## config.mk

```make
export PLATFORM = sky130hd
export DESIGN_NAME = counter_sequencer
export DESIGN_NICKNAME = d
export VERILOG_FILES = /design/src/rtl/counter_seq_pkg.sv /design/src/rtl/seq_phase_timer.sv /design/src/rtl/counter_sequencer.sv
export SDC_FILE = /design/constraint.sdc
export NUM_CORES = 1
export LEC_CHECK = 0
export ABC_CLOCK_PERIOD_IN_PS = 3080
export BUFFER_PORTS_ARGS = -buffer_cell sky130_fd_sc_hd__buf_2
export CAP_MARGIN = 30
export CORE_MARGIN = 4
export CORE_UTILIZATION = 55
export DETAILED_ROUTE_END_ITERATION = 10
export PLACE_DENSITY_LB_ADDON = 0.2
export REMOVE_ABC_BUFFERS = 1
export SYNTH_ARGS = -nofsm -noshare
export SYNTH_HDL_FRONTEND = slang
export SYNTH_SLANG_ARGS = --single-unit
```

## constraint.sdc

```tcl
create_clock -name clk -period 3.08 [get_ports clk]
set_clock_uncertainty 0.1 [all_clocks]
set_input_delay 0.924 -clock clk [delete_from_list [all_inputs] [get_ports clk]]
set_output_delay 0.924 -clock clk [all_outputs]
set_load 0.01 [all_outputs]
```

## src/rtl/counter_seq_pkg.sv

```systemverilog
`default_nettype none
// ============================================================================
// Module   : counter_seq_pkg
// Brief    : Shared state encoding and default widths for the counter sequencer.
// Revision : 1.0
// ============================================================================
package counter_seq_pkg;

    localparam int c_WIDTH = 8;
    localparam int c_RPT_W = 4;

    typedef enum logic [2:0] {
        ST_IDLE = 3'd0,
        ST_LOAD = 3'd1,
        ST_UP   = 3'd2,
        ST_DOWN = 3'd3,
        ST_DONE = 3'd4
    } seq_state_e;

endpackage
`default_nettype wire

```

## src/rtl/seq_phase_timer.sv

```systemverilog
`default_nettype none
// ============================================================================
// Module   : seq_phase_timer
// Brief    : Loadable down-counter; tc marks the last cycle of a phase.
// Revision : 1.0
// ============================================================================
module seq_phase_timer #(
    parameter int WIDTH = 8
) (
    input  logic             clk,
    input  logic             rst,
    input  logic             load,
    input  logic [WIDTH-1:0] load_val,
    input  logic             en,
    output logic             tc
);

    logic [WIDTH-1:0] r_count;

    // Loaded with (length - 1) on phase entry, so a full 255-cycle phase fits.
    always_ff @(posedge clk) begin
        if (!rst) begin
            r_count <= '0;
        end else if (load) begin
            r_count <= load_val;
        end else if (en && (r_count != '0)) begin
            r_count <= r_count - WIDTH'(1);
        end
    end

    assign tc = (r_count == '0);

endmodule
`default_nettype wire

```

## src/rtl/counter_sequencer.sv

```systemverilog
`default_nettype none
// ============================================================================
// Module   : counter_sequencer
// Brief    : Drives an up/down counter through load/up/down phases, checks result.
// Revision : 1.0
// ============================================================================
module counter_sequencer
    import counter_seq_pkg::*;
#(
    parameter int WIDTH = c_WIDTH,
    parameter int RPT_W = c_RPT_W
) (
    input  logic             clk,
    input  logic             rst,
    input  logic             start,
    input  logic             abort,
    input  logic [WIDTH-1:0] cfg_load,
    input  logic [WIDTH-1:0] cfg_up,
    input  logic [WIDTH-1:0] cfg_down,
    input  logic [RPT_W-1:0] cfg_repeat,
    input  logic [WIDTH-1:0] cnt_value,
    output logic             cnt_load,
    output logic [WIDTH-1:0] cnt_load_data,
    output logic             cnt_enb,
    output logic             cnt_mode,
    output logic             busy,
    output logic             done,
    output logic             err
);

    seq_state_e       r_state;
    seq_state_e       w_state_nxt;

    logic [WIDTH-1:0] r_cfg_load;
    logic [WIDTH-1:0] r_cfg_up;
    logic [WIDTH-1:0] r_cfg_down;
    logic [RPT_W-1:0] r_rpt;
    logic [WIDTH-1:0] r_exp;

    logic             r_cnt_load;
    logic [WIDTH-1:0] r_cnt_load_data;
    logic             r_cnt_enb;
    logic             r_cnt_mode;
    logic             r_busy;
    logic             r_done;
    logic             r_err;

    logic             w_tmr_load;
    logic [WIDTH-1:0] w_tmr_val;
    logic             w_tmr_en;
    logic             w_tmr_tc;
    logic             w_rpt_dec;
    logic             w_more;
    logic             w_has_up;
    logic             w_has_down;
    logic             w_accept;

    assign w_has_up   = (r_cfg_up != '0);
    assign w_has_down = (r_cfg_down != '0);
    assign w_more     = (r_rpt > RPT_W'(1));
    assign w_accept   = (r_state == ST_IDLE) && start;
    assign w_tmr_en   = (r_state == ST_UP) || (r_state == ST_DOWN);

    seq_phase_timer #(
        .WIDTH (WIDTH)
    ) u_timer (
        .clk      (clk),
        .rst      (rst),
        .load     (w_tmr_load),
        .load_val (w_tmr_val),
        .en       (w_tmr_en),
        .tc       (w_tmr_tc)
    );

    always_comb begin
        w_state_nxt = r_state;
        w_tmr_load  = 1'b0;
        w_tmr_val   = '0;
        w_rpt_dec   = 1'b0;
        case (r_state)
            ST_IDLE: begin
                if (start) w_state_nxt = ST_LOAD;
            end
            ST_LOAD: begin
                if (w_has_up) begin
                    w_state_nxt = ST_UP;
                    w_tmr_load  = 1'b1;
                    w_tmr_val   = r_cfg_up - WIDTH'(1);
                end else if (w_has_down) begin
                    w_state_nxt = ST_DOWN;
                    w_tmr_load  = 1'b1;
                    w_tmr_val   = r_cfg_down - WIDTH'(1);
                end else begin
                    w_state_nxt = ST_DONE;
                end
            end
            ST_UP, ST_DOWN: begin
                if (w_tmr_tc) begin
                    if ((r_state == ST_UP) && w_has_down) begin
                        w_state_nxt = ST_DOWN;
                        w_tmr_load  = 1'b1;
                        w_tmr_val   = r_cfg_down - WIDTH'(1);
                    end else if (w_more) begin
                        // Next repeat restarts counting from the current value; no reload.
                        w_rpt_dec   = 1'b1;
                        w_tmr_load  = 1'b1;
                        w_state_nxt = w_has_up ? ST_UP : ST_DOWN;
                        w_tmr_val   = w_has_up ? (r_cfg_up - WIDTH'(1))
                                               : (r_cfg_down - WIDTH'(1));
                    end else begin
                        w_state_nxt = ST_DONE;
                    end
                end
            end
            ST_DONE: begin
                w_state_nxt = ST_IDLE;
            end
            default: begin
                w_state_nxt = ST_IDLE;
            end
        endcase
        if (abort && (r_state != ST_IDLE)) begin
            w_state_nxt = ST_IDLE;
            w_tmr_load  = 1'b0;
            w_rpt_dec   = 1'b0;
        end
    end

    always_ff @(posedge clk) begin
        if (!rst) begin
            r_state         <= ST_IDLE;
            r_cfg_load      <= '0;
            r_cfg_up        <= '0;
            r_cfg_down      <= '0;
            r_rpt           <= '0;
            r_exp           <= '0;
            r_cnt_load      <= 1'b0;
            r_cnt_load_data <= '0;
            r_cnt_enb       <= 1'b0;
            r_cnt_mode      <= 1'b0;
            r_busy          <= 1'b0;
            r_done          <= 1'b0;
            r_err           <= 1'b0;
        end else begin
            r_state <= w_state_nxt;

            if (w_accept) begin
                r_cfg_load <= cfg_load;
                r_cfg_up   <= cfg_up;
                r_cfg_down <= cfg_down;
                r_rpt      <= (cfg_repeat == '0) ? RPT_W'(1) : cfg_repeat;
                r_err      <= 1'b0;
            end else if (w_rpt_dec) begin
                r_rpt <= r_rpt - RPT_W'(1);
            end

            case (r_state)
                ST_LOAD: r_exp <= r_cfg_load;
                ST_UP:   r_exp <= r_exp + WIDTH'(1);
                ST_DOWN: r_exp <= r_exp - WIDTH'(1);
                default: r_exp <= r_exp;
            endcase

            if ((r_state == ST_DONE) && !abort && (cnt_value != r_exp)) begin
                r_err <= 1'b1;
            end

            // Outputs are registered from the next state to keep them glitch-free.
            r_cnt_load      <= (w_state_nxt == ST_LOAD);
            r_cnt_load_data <= (w_state_nxt == ST_IDLE) ? '0 :
                               ((r_state == ST_IDLE) ? cfg_load : r_cfg_load);
            r_cnt_enb       <= (w_state_nxt == ST_UP) || (w_state_nxt == ST_DOWN);
            r_cnt_mode      <= (w_state_nxt == ST_UP);
            r_busy          <= (w_state_nxt != ST_IDLE);
            r_done          <= (w_state_nxt == ST_DONE);
        end
    end

    assign cnt_load      = r_cnt_load;
    assign cnt_load_data = r_cnt_load_data;
    assign cnt_enb       = r_cnt_enb;
    assign cnt_mode      = r_cnt_mode;
    assign busy          = r_busy;
    assign done          = r_done;
    assign err           = r_err;

endmodule
`default_nettype wire
```

# Yosys cells after proc, flatten, opt, wreduce, memory -nomap -nowiden

Index checks and enable logic that the tools add are counted.

Bits in latches: 0
Memory bits (read-only): 0
Word-level logic and storage cells: 91
Output and inout bits: 14
RAM bits: 0
Bits of input ports: 40
Memories: 0
Register bits: 61

Div/mod/pow operators: 0
Bitwise logic cells: 1
$lt $le $gt $ge: 1
$add $sub $neg: 6
Shift operators: 0
Multipliers: 0
Equal/unequal tests: 9
Mux-type cells: 36
Reductions and logical operators: 24

Operators with widths:

| operator                                                                        | count |
|---|---|
| 8-bit 2-to-1 mux                                                                | 9 |
| 8-bit by 1-bit subtractor with 8-bit output, second input constant              | 4 |
| 8-bit one-hot mux with 3 select lines                                           | 1 |
| 8-bit nonzero test                                                              | 3 |
| 3-bit 2-to-1 mux                                                                | 7 |
| 8-bit one-hot mux with 2 select lines                                           | 1 |
| 1-bit 2-to-1 mux                                                                | 13 |
| 3-bit by 2-bit equality test with 1-bit output, second input constant           | 4 |
| 4-bit 2-to-1 mux                                                                | 3 |
| 3-bit one-hot mux with 3 select lines                                           | 1 |
| 3-bit nonzero test                                                              | 3 |
| 8-bit by 1-bit adder with 8-bit output, second input constant                   | 1 |
| 8-bit logical NOT                                                               | 1 |
| 8-bit inequality test                                                           | 1 |
| 3-bit by 1-bit equality test with 1-bit output, second input constant           | 2 |
| 3-bit equality test, second input constant                                      | 2 |
| 1-bit logical AND                                                               | 6 |
| 3-bit logical NOT                                                               | 2 |
| 2-bit nonzero test                                                              | 3 |
| 4-bit by 1-bit greater-than comparator with 1-bit output, second input constant | 1 |
| 4-bit logical NOT                                                               | 1 |
| 2-bit OR reduction                                                              | 2 |
| 4-bit by 1-bit subtractor with 4-bit output, second input constant              | 1 |
| 1-bit logical OR                                                                | 2 |
| 3 further kinds                                                                 | 3 |

# Depth between registers and ports, before layout

Gate-level depths: netlist of run 1.

Word-level depth: 9
Depth in mapped cells: 12
Depth with buffers taken out: 10

# Modules after synthesis

Synthesis of run 1 repeated with hierarchy kept, for this count alone.

Cell total of the unflattened synthesis: 416
Area, all modules: 3440.8 um^2

Modules (own cells, without submodules):

| module            | sequential area each (um^2) | cells each | instances | area each (um^2) |
|---|---|---|---|---|
| counter_sequencer | 1061.0                      | 357        | 1         | 2929.1 |
| seq_phase_timer   | 160.2                       | 59         | 1         | 511.7 |

# Least setup slack after synthesis of run 1

OpenSTA, ideal clock, no wires.

Path kind: register to register
Start point: reg r_state[1]
End point: reg r_exp[7]
Required time: 2.874 ns
Buffers on the path: 2
Arrival: 2.474 ns
Library setup time: 0.106 ns
Stages on the path, launching flop included: 12
Clock period less this slack: 2.680 ns
Path slack: 0.400 ns
Cells stage by stage: dfxtp_1 > buf_2 > nor2b_1 > clkbuf_1 > nand2_1 > inv_1 > ha_1 > a21oi_1 > o221ai_1 > o41ai_1 > xnor2_1 > o311ai_0

Longest elaborated chain between the ends: 2
Elaborated cells on any way between the ends: 5
Classes of those cells: eq/ne: 3; mux: 1; reduce/logical: 1

RTL lines:

| item                                                                                                                    | line                     | RTL |
|---|---|---|
| from (decl)                                                                                                             | counter_sequencer.sv:31  | `seq_state_e r_state;` |
| from (signal assigned)                                                                                                  | counter_sequencer.sv:145 | `r_state <= w_state_nxt;` |
| 3-bit by 2-bit equality test with 1-bit output / 3-bit by 1-bit equality test with 1-bit output (equally long branches) | counter_sequencer.sv:157 | `case (r_state)` |
| 8-bit one-hot mux with 3 select lines / 3-bit nonzero test (equally long branches)                                      | --                       |  |
| to (signal assigned)                                                                                                    | counter_sequencer.sv:158 | `ST_LOAD: r_exp <= r_cfg_load;` |
| to (signal assigned)                                                                                                    | counter_sequencer.sv:159 | `ST_UP: r_exp <= r_exp + WIDTH'(1);` |
| to (signal assigned)                                                                                                    | counter_sequencer.sv:160 | `ST_DOWN: r_exp <= r_exp - WIDTH'(1);` |
| to (decl)                                                                                                               | counter_sequencer.sv:38  | `logic [WIDTH-1:0] r_exp;` |

Parallel ways exist; a longest one is shown, timed or not.
A chain may end at the register's enable or synchronous reset.

# Worst setup path in the final report of run 1

Start point: reg u_timer.r_count[0]
End point: reg u_timer.r_count[4]

Longest elaborated chain between the ends: 5
Elaborated cells on any way between the ends: 12
Classes of those cells: add/sub: 1; mux: 7; reduce/logical: 4

RTL lines:

| item                                                                                                | line                  | RTL |
|---|---|---|
| from (decl)                                                                                         | seq_phase_timer.sv:18 | `logic [WIDTH-1:0] r_count;` |
| from (signal assigned)                                                                              | seq_phase_timer.sv:25 | `r_count <= load_val;` |
| from (signal assigned)                                                                              | seq_phase_timer.sv:27 | `r_count <= r_count - WIDTH'(1);` |
| parallel branches: the longest is 5 deep, another holds 8-bit by 1-bit subtractor with 8-bit output | --                    |  |

Several ways; the timed one is not identified. The select of a mux whose other input is x is not followed.

==> flow_summary.yaml, run 1 <==
sta:
  report.final.slew_viol_count: 0
  period_share_pct: 87.7
  hold_viol: 0
  fmax_mhz: 370
  setup_violations: 0
  max_slew.worst_pin.slew_ns: 0.616
  fin_setup_tns_ns: 0
  setup_ws_ns: 0.378
  finalCriticalPeriod_ns: 2.70
  grt_setup_unrepaired: "false"
  slew_headroom_pct: 58.7
  whs_ns: 0.379
worst_setup_path:
  cp-start-kind: "flop"
  cp.required_ns: 3.23
  max_stage_delay_ns: 0.52
  cp-end-kind: "flop"
  worstSetupPathType: "reg2reg"
  worstPathMaxFanout: 6
  worst-r2r-cell-count: 7
  crit_chain: "inv_1, ha_1, nor3b_1, o2111ai_1, o2bb2ai_1, o211ai_1, a221oi_1"
  crit_start: "u_timer.r_count[0]"
  regToRegEndpoint: "u_timer.r_count[4]"
  cp.buffers_inverters: 1
  setup.worst_path.end: "u_timer.r_count[4]"
  crit_family: "compound AO/OA/AOI/OAI gates"
  cp_slowest_cell: "o2bb2ai_1"
  r2r_start: "u_timer.r_count[0]"
  cp.arrival_ns: 2.85
  ff2ff_setup_slack_ns: 0.38
  cp.depth: 7
final_layout:
  fillCellCount: 553
  final_util_pct: 66.2
  multi_input_area_um2: 2090
  fin_nets: 543
  area_growth_pct: 14.7
  design_area_um2: 3990
  drive_gt1_share_pct: 17.6
  instances_no_fill: 568
  seq_area_um2: 1220
  antenna_cells: 0
routing:
  drt-pass1-iter-count: 5
  vias: 3300
  wire_per_inst_um: 15.5
  totalWireLength_mm: 8.78
  via_per_inst: 5.81
  drc_errors: 0
  ant_nets: 0
  drt-initial-drc-count: 323
global_route:
  grt_max_degree: 30
  grt_pass1_wl_mm: 14.6
  grt_usage_pct: 24.3
  overflow: 0
  grt_pass1_vias: 3233
  antenna_found_initial: 0
power:
  power_density_nw_per_um2: 936
  total_power_mw: 3.73
  leakagePower_nw: 1.61
  peakVddDrop_uv: 549
floorplan:
  dieArea_um2: 7660
  ios: 54
  rows: 28
  core_area_um2: 6030
  die_h_um: 87.5
  die_w_um: 87.5
  initial_utilization_pct: 57.7
status:
  outcome: "complete, no violations"
flow_run:
  maxCapViolCount: 0
synthesis:
  synthAdderAreaFrac_pct: 5.62
  synth_top_family_by_area: "simple AND/OR/NAND/NOR gates"
  synth_compound_area_share_pct: 22.0
  yosysUniqueCellTypes: 62
  ys_seq_area_share_pct: 35.1
  synthesis.area_um2: 3480
  synth.area.mux_share_pct: 0.576
  ys.flop_type: "dfxtp_1"
  yosys.area.top_type_share_pct: 35.1
  synth-seq-cells: 61
  async_flop_share_pct: 0
  synth.area.top_cells: "dfxtp_1 35%, nand2_1 9.8%, xnor2_1 5.5%"
  synth.largest_area_cell: "dfxtp_1"
  synth-edff-count: 0
  yosys_warnings: 0
  synthXorXnorAreaFrac_pct: 6.80
  synthSimpleGateAreaFrac_pct: 25.3
  synth_cells: 439
  synth_area_per_cell_um2: 7.92
clock_tree:
  cts_sinks: 61
  clockRootBuffer: "clkbuf_8"
  cts_max_path_buffers: 2
  clock_latency_ns: 0.35
  cts_max_level: 3
  numCtsBuffers: 9
  post_cts_resized: 0
  path_clk_slew_ns: 0.08
  postCtsSetupBuffers: 0
  hold_buffers: 0
  cts_tree: "done"
placed_design:
  place_area_um2: 3790
  place_congestion: 0.886
  io_buffers: 53
  place_hpwl_mm: 6.35
  dp.cells: 552
  preCtsSetupSlack_ns: 0.448
hold_path:
  hp-class: "reg2reg"
==> area by class of cell <==
class,count,area share (%)
clock buffers,9,3.11
clock inverters,7,1.88
inverters,18,1.69
multi-input cells,339,52.5
flip-flops and latches,61,30.6
well taps,75,2.35
repair buffers,59,7.78
==> worst min-delay path by stage <==
| stage | start | end | slack [ns] | cells past startpoint |
|---|---|---|---|---|
| detailed placement | err | err | 0.36 | 2 |
| CTS | err | err | 0.38 | 2 |
| global route | r_cfg_load[4] | cnt_load_data[4] | 0.41 | 2 |
| finish | err | err | 0.38 | 2 |
| global placement | err | err | 0.34 | 2 |
| floorplan | r_rpt[3] | r_rpt[3] | 0.34 | 1 |
==> cell usage after synthesis (3+ instances only) <==
master     number
nand4_1         5
o211ai_1        3
nor2b_1         4
nor4_1          3
ha_1           14
or2_2           3
nor3b_1         4
nand3_1        10
nor3_1         12
a211oi_1        3
xor2_1          5
a21boi_0       11
nand2_1        91
o31ai_1         4
a221oi_1        4
and2_1          4
xnor2_1        22
buf_2           5
clkbuf_1       15
o22ai_1         3
dfxtp_1        61
inv_1          17
nor2_1         30
o21ai_0        15
or3_1           4
o2111ai_1       3
a21oi_1        36
nand2b_1        7
==> placed cells by master, fill, tap and decap left out, types with 4 or more instances in the layout <==
cell type / n
inv_1: 17
buf_4: 6
and2_1: 4
or3_1: 4
nand2_1: 91
nor3_1: 12
a21boi_0: 11
buf_2: 53
a21oi_1: 36
nand4_1: 5
nor2_1: 30
dfxtp_1: 61
a221oi_1: 4
ha_1: 14
nor3b_1: 4
nor2b_1: 4
o21ai_0: 15
xnor2_1: 22
nand3_1: 10
o31ai_1: 4
nand2b_1: 7
xor2_1: 5
clkbuf_8: 9
==> logic make-up (layout without fill, tap and decap cells) <==
kind of cell,after synthesis,in the layout
buffers and inverters,39,93
multiplexers,2,2
XOR/XNOR,27,27
AND/OR/NAND/NOR,185,185
adder cells (fa/ha/maj),15,15
AO/OA/AOI/OAI,110,110
flip-flops,61,61
==> layer usage <==
layer | GRT usage [%] | part of all wire, % | up-vias
li1 | - | - | 1645
met1 | 32.7 | 47 | 1525
met2 | 36.6 | 44 | 112
met3 | 5.30 | 7.1 | 18
met4 | 11.9 | 2.3 | 0
met5 | 0 | 0 | -
==> report_power, final <==
part,switching (mW),total (mW),leakage (nW),internal (mW)
clock network,0.348,0.724,0.0918,0.375
logic,1.07,1.78,1.02,0.706
registers,0.224,1.23,0.499,1.00
==> sequential cells by signal, indices dropped and copies added (netlist names) <==
signal	cells
u_timer.r_count	8
cnt_load_data	8
r_cfg_load	8
done	1
busy	1
cnt_load	1
r_rpt	4
r_cfg_down	8
cnt_enb	1
r_exp	8
r_cfg_up	8
err	1
cnt_mode	1
r_state	3
==> tightest hold or removal path: cells and delay by family (launching register included) <==
kind | cells | cell delay, ns
AOI/OAI and AO/OA | 1 | 0.06
DFF | 1 | 0.32
and+or+nand+nor | 1 | 0.05
(Power assumes the default switching activity.)
==> inputs of run 2 (changes only) <==
Settings changed: PLACE_DENSITY set to 0.84, PLACE_DENSITY_LB_ADDON 0.2 to not set.
==> run 2 against run 1 <==
Sequential power is essentially flat; cell area shrank 0.19%; setup slack lost 0.017 ns; critical endpoint is now u_timer.r_count[1]; sequential share of layout area grew 0.058 points; critical path type unchanged; non-clock buffer count shrank 1; largest power group unchanged.
==> flow_summary.yaml, run 2 (synthesis results as in run 1) <==
worst_setup_path:
  r2r_start: "u_timer.r_count[0]"
  ff2ff_setup_slack_ns: 0.36
  regToRegEndpoint: "u_timer.r_count[1]"
  cp-end-kind: "flop"
  cp.buffers_inverters: 1
  worstSetupPathType: "reg2reg"
  crit_chain: "inv_1, ha_1, nor3b_1, nand3_2, or3_4, a311o_1, o311a_1"
  worstPathMaxFanout: 12
  crit_family: "simple AND/OR/NAND/NOR gates"
  max_stage_delay_ns: 0.46
  cp-start-kind: "flop"
  cp.required_ns: 3.21
  cp_slowest_cell: "nor3b_1"
  cp.arrival_ns: 2.85
  worst-r2r-cell-count: 7
final_layout:
  fin_nets: 542
  final_util_pct: 66.0
  area_growth_pct: 14.5
  design_area_um2: 3980
  drive_gt1_share_pct: 17.5
  antenna_cells: 0
  final_cell_mix: "91 x nand2_1, 61 x dfxtp_1, 53 x buf_2"
  layout_commonest_cell: "nand2_1"
  instances_no_fill: 567
placed_design:
  preCtsSetupSlack_ns: 0.413
  io_buffers: 53
  place_area_um2: 3780
  place_congestion: 0.874
  dp.cells: 551
  place_hpwl_mm: 6.34
sta:
  fmax_mhz: 368
  hold_viol: 0
  max_slew.worst_pin.slew_ns: 0.642
  fin_setup_tns_ns: 0
  finalCriticalPeriod_ns: 2.72
  whs_ns: 0.349
  setup_violations: 0
  period_share_pct: 88.3
  report.final.slew_viol_count: 0
  setup_ws_ns: 0.360
  grt_setup_unrepaired: "false"
  slew_headroom_pct: 56.9
global_route:
  grt_pass1_vias: 3193
  overflow: 0
  grt_usage_pct: 24.4
  grt_max_degree: 30
  grt_pass1_wl_mm: 14.6
  antenna_found_initial: 0
power:
  sw_frac_of_total_pct: 44.2
  power_density_nw_per_um2: 937
  seqPwrFrac_pct: 33.1
  p_int_mw: 2.08
  power.switching_mw: 1.65
  power.share.clock_pct: 19.5
  p_comb_share_pct: 47.5
  leakagePower_nw: 1.62
  peakVddDrop_uv: 518
  total_power_mw: 3.73
clock_tree:
  hold_buffers: 0
  postCtsSetupBuffers: 0
  clockRootBuffer: "clkbuf_8"
  path_clk_slew_ns: 0.08
  cts_max_level: 3
  cts_tree: "done"
  numCtsBuffers: 9
  cts_max_path_buffers: 2
  post_cts_resized: 0
  cts_sinks: 61
  clock_latency_ns: 0.35
floorplan:
  dieArea_um2: 7660
  ios: 54
  die_w_um: 87.5
  rows: 28
  core_area_um2: 6030
  initial_utilization_pct: 57.7
  die_h_um: 87.5
routing:
  totalWireLength_mm: 8.80
  ant_nets: 0
  drt-pass1-iter-count: 8
  wire_per_inst_um: 15.5
  top_layer: "met4"
  vias: 3334
  drc_errors: 0
  routed-wl-met2_mm: 4.14
  via_per_inst: 5.88
  wl_met3_um: 645
  m1WireLength_mm: 3.85
  drt-initial-drc-count: 323
hold_path:
  hp-class: "reg2reg"
  hold_end: "err"
  min_path_cells: 2
  hp-start: "err"
flow_run:
  maxCapViolCount: 0
status:
  outcome: "complete, no violations"
==> run 2: final cells by class <==
| class | instances | area (um2) |
|---|---|---|
| multi-input cells | 339 | 2090 |
| fillers | 528 | 2050 |
| flip-flops and latches | 61 | 1220 |
| repair buffers | 58 | 303 |
| clock buffers | 9 | 124 |
| well taps | 75 | 93.8 |
| clock inverters | 7 | 75.1 |
| inverters | 18 | 67.6 |
==> run 2: metal layers <==
metal,global-route usage (%),vias up
li1,-,1636
met1,32.8,1526
met2,38.4,150
met3,4.16,22
met4,10.2,0
met5,0,-
==> run 2: worst max-delay path by stage <==
stage                            start                 end  depth (start not counted)
global placement    u_timer.r_count[0]  u_timer.r_count[1]                          7
global route                r_state[1]            r_exp[7]                          9
CTS                 u_timer.r_count[0]  u_timer.r_count[1]                          7
floorplan                   r_state[1]            r_exp[7]                          9
finish              u_timer.r_count[0]  u_timer.r_count[1]                          7
detailed placement  u_timer.r_count[0]  u_timer.r_count[1]                          7
==> run 2: power groups by stage <==
| stage | Sequential, mW | Combinational (mW) | Clock (mW) |
|---|---|---|---|
| 6_report | 1.23 | 1.77 | 0.725 |
| 5_1_grt | 1.26 | 1.97 | 0.771 |
| 4_1_cts | 1.23 | 1.75 | 0.732 |
| 3_5_place_dp | 1.24 | 1.73 | 0 |
| 3_3_place_gp | 1.23 | 1.68 | 0 |
| 2_1_floorplan | 1.22 | 1.28 | 0 |
==> run 2: worst min-delay path: cells and delay by family, from the launching register on <==
family          cells  cell delay, ns
compound gates      1            0.05
flops               1            0.31
simple gates        1            0.05
